**config.mk**
```make
export PLATFORM = sky130hd
export DESIGN_NAME = keypad_scan_ctrl
export DESIGN_NICKNAME = d
export VERILOG_FILES = /design/src/rtl/keypad_scan_ctrl.sv
export SDC_FILE = /design/constraint.sdc
export NUM_CORES = 1
export LEC_CHECK = 0
export CELL_PAD_IN_SITES_DETAIL_PLACEMENT = 1
export CELL_PAD_IN_SITES_GLOBAL_PLACEMENT = 2
export CORE_MARGIN = 2
export CORE_UTILIZATION = 24
export CTS_CLUSTER_DIAMETER = 200
export DETAILED_ROUTE_END_ITERATION = 10
export PLACE_DENSITY_LB_ADDON = 0.1
export SYNTH_ARGS = -nofsm -noshare
export SYNTH_HDL_FRONTEND = slang
export SYNTH_SLANG_ARGS = --single-unit
```
**constraint.sdc**
```tcl
create_clock -name clk -period 1.99 [get_ports clk]
set_input_delay 0.199 -clock clk [delete_from_list [all_inputs] [get_ports clk]]
set_output_delay 0.199 -clock clk [all_outputs]
set_load 0.1 [all_outputs]
```
**src/rtl/keypad_scan_ctrl.sv**
```systemverilog
// 4x4 matrix keypad scanner: one-cold column drive, debounced press/release,
// single key_valid pulse and {row,col} key code per accepted press.
module keypad_scan_ctrl #(
    parameter int SCAN_DIV     = 4,
    parameter int DEBOUNCE_CNT = 8
) (
    input  logic       clk,
    input  logic       nrst,
    input  logic [3:0] rows_sync,
    output logic [3:0] cols,
    output logic       key_valid,
    output logic [3:0] key_code,
    output logic       key_held
);
    // state    | meaning
    // SCAN     | walk the columns, sample rows at the end of each dwell
    // DEBOUNCE | column frozen, counting consecutive low samples of the latched row
    // HELD     | key accepted, waiting for the latched row to go high
    // RELEASE  | counting consecutive high samples before resuming the scan

    localparam int DW = $clog2(SCAN_DIV) + 1;
    localparam int CW = $clog2(DEBOUNCE_CNT) + 1;
    localparam logic [DW-1:0] DWELL_LAST = DW'(SCAN_DIV - 1);
    localparam logic [DW-1:0] DWELL_ONE  = DW'(1);
    localparam logic [CW-1:0] CNT_LAST   = CW'(DEBOUNCE_CNT - 1);
    localparam logic [CW-1:0] CNT_ONE    = CW'(1);

    typedef enum logic [1:0] {SCAN, DEBOUNCE, HELD, RELEASE} state_t;

    state_t         state, state_nxt;
    logic [1:0]     col_idx, col_nxt;
    logic [1:0]     row_idx, row_nxt;
    logic [DW-1:0]  dwell, dwell_nxt;
    logic [CW-1:0]  dbc, dbc_nxt;
    logic           valid_nxt, held_nxt;
    logic [3:0]     code_nxt;
    logic [1:0]     low_idx;
    logic           any_low, row_low;

    assign any_low = ~&rows_sync;
    assign row_low = ~rows_sync[row_idx];

    // lowest-index closed row wins when several are low in one column
    always_comb begin
        if (!rows_sync[0])      low_idx = 2'd0;
        else if (!rows_sync[1]) low_idx = 2'd1;
        else if (!rows_sync[2]) low_idx = 2'd2;
        else                    low_idx = 2'd3;
    end

    always_ff @(posedge clk) begin
        if (!nrst) begin
            state     <= SCAN;
            col_idx   <= 2'd0;
            row_idx   <= 2'd0;
            dwell     <= '0;
            dbc       <= '0;
            cols      <= 4'b1110;
            key_valid <= 1'b0;
            key_code  <= 4'h0;
            key_held  <= 1'b0;
        end else begin
            state     <= state_nxt;
            col_idx   <= col_nxt;
            row_idx   <= row_nxt;
            dwell     <= dwell_nxt;
            dbc       <= dbc_nxt;
            cols      <= ~(4'b0001 << col_nxt);
            key_valid <= valid_nxt;
            key_code  <= code_nxt;
            key_held  <= held_nxt;
        end
    end

    always_comb begin
        state_nxt = state;
        case (state)
            SCAN:     if (dwell == DWELL_LAST && any_low) state_nxt = DEBOUNCE;
            DEBOUNCE: if (!row_low) state_nxt = SCAN;
                      else if (dbc == CNT_LAST) state_nxt = HELD;
            HELD:     if (!row_low) state_nxt = RELEASE;
            RELEASE:  if (row_low) state_nxt = HELD;
                      else if (dbc == CNT_LAST) state_nxt = SCAN;
            default:  state_nxt = SCAN;
        endcase
    end

    always_comb begin
        col_nxt   = col_idx;
        row_nxt   = row_idx;
        dwell_nxt = dwell;
        dbc_nxt   = dbc;
        valid_nxt = 1'b0;
        held_nxt  = key_held;
        code_nxt  = key_code;
        case (state)
            SCAN: begin
                if (dwell == DWELL_LAST) begin
                    dwell_nxt = '0;
                    if (any_low) begin
                        row_nxt = low_idx;
                        dbc_nxt = '0;
                    end else begin
                        col_nxt = col_idx + 2'd1;
                    end
                end else begin
                    dwell_nxt = dwell + DWELL_ONE;
                end
            end
            DEBOUNCE: begin
                if (row_low) begin
                    if (dbc == CNT_LAST) begin
                        valid_nxt = 1'b1;
                        held_nxt  = 1'b1;
                        code_nxt  = {row_idx, col_idx};
                        dbc_nxt   = '0;
                    end else begin
                        dbc_nxt = dbc + CNT_ONE;
                    end
                end else begin
                    col_nxt   = col_idx + 2'd1;
                    dwell_nxt = '0;
                end
            end
            HELD: begin
                held_nxt = 1'b1;
                if (!row_low) dbc_nxt = '0;
            end
            RELEASE: begin
                if (row_low) begin
                    dbc_nxt = '0;
                end else if (dbc == CNT_LAST) begin
                    held_nxt  = 1'b0;
                    col_nxt   = col_idx + 2'd1;
                    dwell_nxt = '0;
                    dbc_nxt   = '0;
                end else begin
                    dbc_nxt = dbc + CNT_ONE;
                end
            end
            default: ;
        endcase
    end
endmodule

```
==> flow_summary.toml <==
[die]
die_area_um2 = 6054
die_w_um = 77.81
coreArea_um2 = 5172
pin_count = 16
start_util = 0.2528
die_height_um = 77.81
num_rows = 26

[outcome]
status = "completed"

[timing]
setup_viol = 0
fin_crit_sh = 0.9611
slew_headroom = 0.7779
finalHoldViolations = 0
period_minus_slack_ps = 1913
skew_ps = 2.761
timing.setup.tns_ps = 0
drv_slew = 0
max_freq_ghz = 0.5229
tightest_slew_ps = 332.1

[synth]
avgSynthCellArea_um2 = 8.546
synth_async_sr_flop_share = 0
yosysWarnings = 0
synth_nets = 165
synth-compound-area-share = 0.2316
syn-instance-count = 153
synth_xor_area_frac = 0
synth_enable_flop_cells = 0
synthMuxAreaShare = 0.07177
synth.cells.most_frequent = "dfxtp_1 (23), nor2_1 (12), o21ai_0 (12)"
yosys.area.top_type = "dfxtp_1"
synth_top_cell_area_share = 0.3522
synthFlopType = "dfxtp_1"
synth_top_family_by_area = "simple AND/OR/NAND/NOR gates"
synthAdderAreaFrac = 0.05742
synth_most_common_cell = "dfxtp_1"
ys_ff_latch = 23
ys_seq_area_frac = 0.3522
synthSimpleGateAreaFrac = 0.2440
synthesis.area_um2 = 1308
ys_top_cells_by_area = "dfxtp_1 (35%), ha_1 (5.7%), mux2i_1 (4.6%)"
synth.distinct_cells = 48

[min_path]
worstHoldStart = "dwell[1]$_SDFFE_PN0P_"
hold_path_depth = 2
hp-class = "reg2reg"
whs_endpoint = "dwell[1]$_SDFFE_PN0P_"

[layout]
insertedDiodeCount = 0
fin_nets = 207
final_area_um2 = 1782
num-fill-cells = 612
drive_gt1_frac = 0.2938
area_growth_pct = 36.27

[clocking]
numClockSinks = 23
cts_buffers = 3
cts.path.max_buffers = 2
cts-root-buf = "clkbuf_8"
cts_tree = "yes"
path_clk_slew_ps = 90
htreeDepth = 1
insertion_delay_ps = 270

[setup_path]
cp_data_arrival_time_ps = 2120
startpoint_type = "register"
r2r_cells = 4
r2r-end = "dbc[0]$_SDFFE_PN0P_"
timing.rr.start = "row_idx[0]$_SDFFE_PN0P_"
cp_data_required_time_ps = 2200
critical_path_class = "reg2reg"
rrSetupSlack_ps = 80
worstPathMaxFanout = 5
critPathCaptureType = "register"

[job]
maxCapViolCount = 0

[pwr]
leakagePower_nw = 0.6815
power_w = 0.001617
irDropWorstVdd_mv = 0.3462
power_density_nw_per_um2 = 907.5

[place]
io_buffers = 15
place_congestion = 0.7808
dp_hpwl_um = 3063
placed_cell_area_um2 = 1702

[detailed_routing]
dr_total_vias = 1275
ant_nets = 0
wl_per_cell_um = 15.09
drcViolationCount = 0
routed_wl_um = 3983
firstDrtPassIters = 4
drt_iter0_drc = 32
avgViaCountPerCell = 4.830

[global_routing]
grt_pass1_wl_um = 6810
grt_usage = 0.1398
grt_pass1_vias = 1318
antenna_found_initial = 0
grt_max_degree = 14
grt_overflow = 0
==> final cells by class <==
class,count,area [µm²],area share
clock buffers,3,41.29,0.02317
repair buffers,43,335.3,0.1882
multi-input cells,115,815.8,0.4579
flip-flops and latches,23,462.9,0.2598
inverters,9,33.78,0.01896
well taps,70,87.58,0.04916
clock inverters,1,5.005,0.002809
==> how the worst max path moves through the flow <==
stage	startpoint	end	slack, ps	cells after the start
6_report	row_idx[0]$_SDFFE_PN0P_	dbc[0]$_SDFFE_PN0P_	80	4
5_1_grt	dbc[1]$_SDFFE_PN0P_	cols[1]$_SDFF_PN1_	-30	6
4_1_cts	row_idx[0]$_SDFFE_PN0P_	dbc[0]$_SDFFE_PN0P_	10	4
3_5_place_dp	rows_sync[3]	state[0]$_SDFFE_PN0P_	-260	7
3_3_place_gp	rows_sync[3]	dbc[0]$_SDFFE_PN0P_	-180	5
2_1_floorplan	row_idx[0]$_SDFFE_PN0P_	dbc[0]$_SDFFE_PN0P_	20	4
==> critical path: stages (launching register included) <==
cell      delay (ps)
dfxtp_2          350
mux4_2           530
a221o_1          420
or4_1            420
a21boi_1         130
==> per-stage QoR <==
stage                     hold WS [ps]  utilization  cells  setup WS, ps
after floorplan                  360.5            -    153         17.42
after CTS                        473.0       0.3379    263         14.52
after global routing             495.6       0.3445    264        -27.43
final                            465.4       0.3445    264         77.48
after global placement           454.0       0.3290    259        -177.0
after detailed placement         457.3       0.3290    259        -259.4
==> layer usage <==
| layer | up-vias | part of all wire | wire [µm] | global-route usage |
|---|---|---|---|---|
| met3 | 2 | 0.031 | 125 | 0.03256 |
| met1 | 611 | 0.50 | 2000 | 0.1884 |
| li1 | 643 | - | - | - |
| met5 | - | 0 | 0 | 0 |
| met4 | 0 | 0.0063 | 25 | 0.02679 |
| met2 | 19 | 0.46 | 1832 | 0.2276 |
==> cells by family after synthesis <==
| group | Yosys count |
|---|---|
| compound gates | 44 |
| fa+ha+maj | 6 |
| buf+inv | 15 |
| flops | 23 |
| mux | 8 |
| simple gates | 57 |
==> flip-flops by register name, summed over array words and instances, names as in the netlist, named ones only <==
name,cells
key_valid,1
state,1
row_idx,2
dbc,4
cols,4
key_code,4
col_idx,2
key_held,1
dwell,3
==> power by group <==
group          total (W)  internal (W)  switching [W]
logic           0.000764      0.000323       0.000441
registers       0.000546      0.000513      0.0000323
clock network   0.000308      0.000140       0.000168
==> cells in the final DEF, fill, tap and decap left out, drive strengths merged, types with 3 or more instances in the layout <==
cell           Yosys  final
buf                0     38
ha                 6      6
a21oi              8      8
and2               3      3
nand4              4      4
nor2              12     12
nor2b              8      8
clkbuf             6      3
clkdlybuf4s50      0      5
dfxtp             23     23
nand3b             4      4
nand2             10     10
mux2i              6      6
inv                9      9
o21ai             12     12
==> repair_timing <==
action,4_1_cts,5_1_grt
setup endpoints to repair,1,9
pin swaps,0,2
hold buffers,0,0
setup buffers,0,1
gates cloned,0,0
gates resized for setup,1,12
Note: power is estimated with default switching activity, not from simulation.
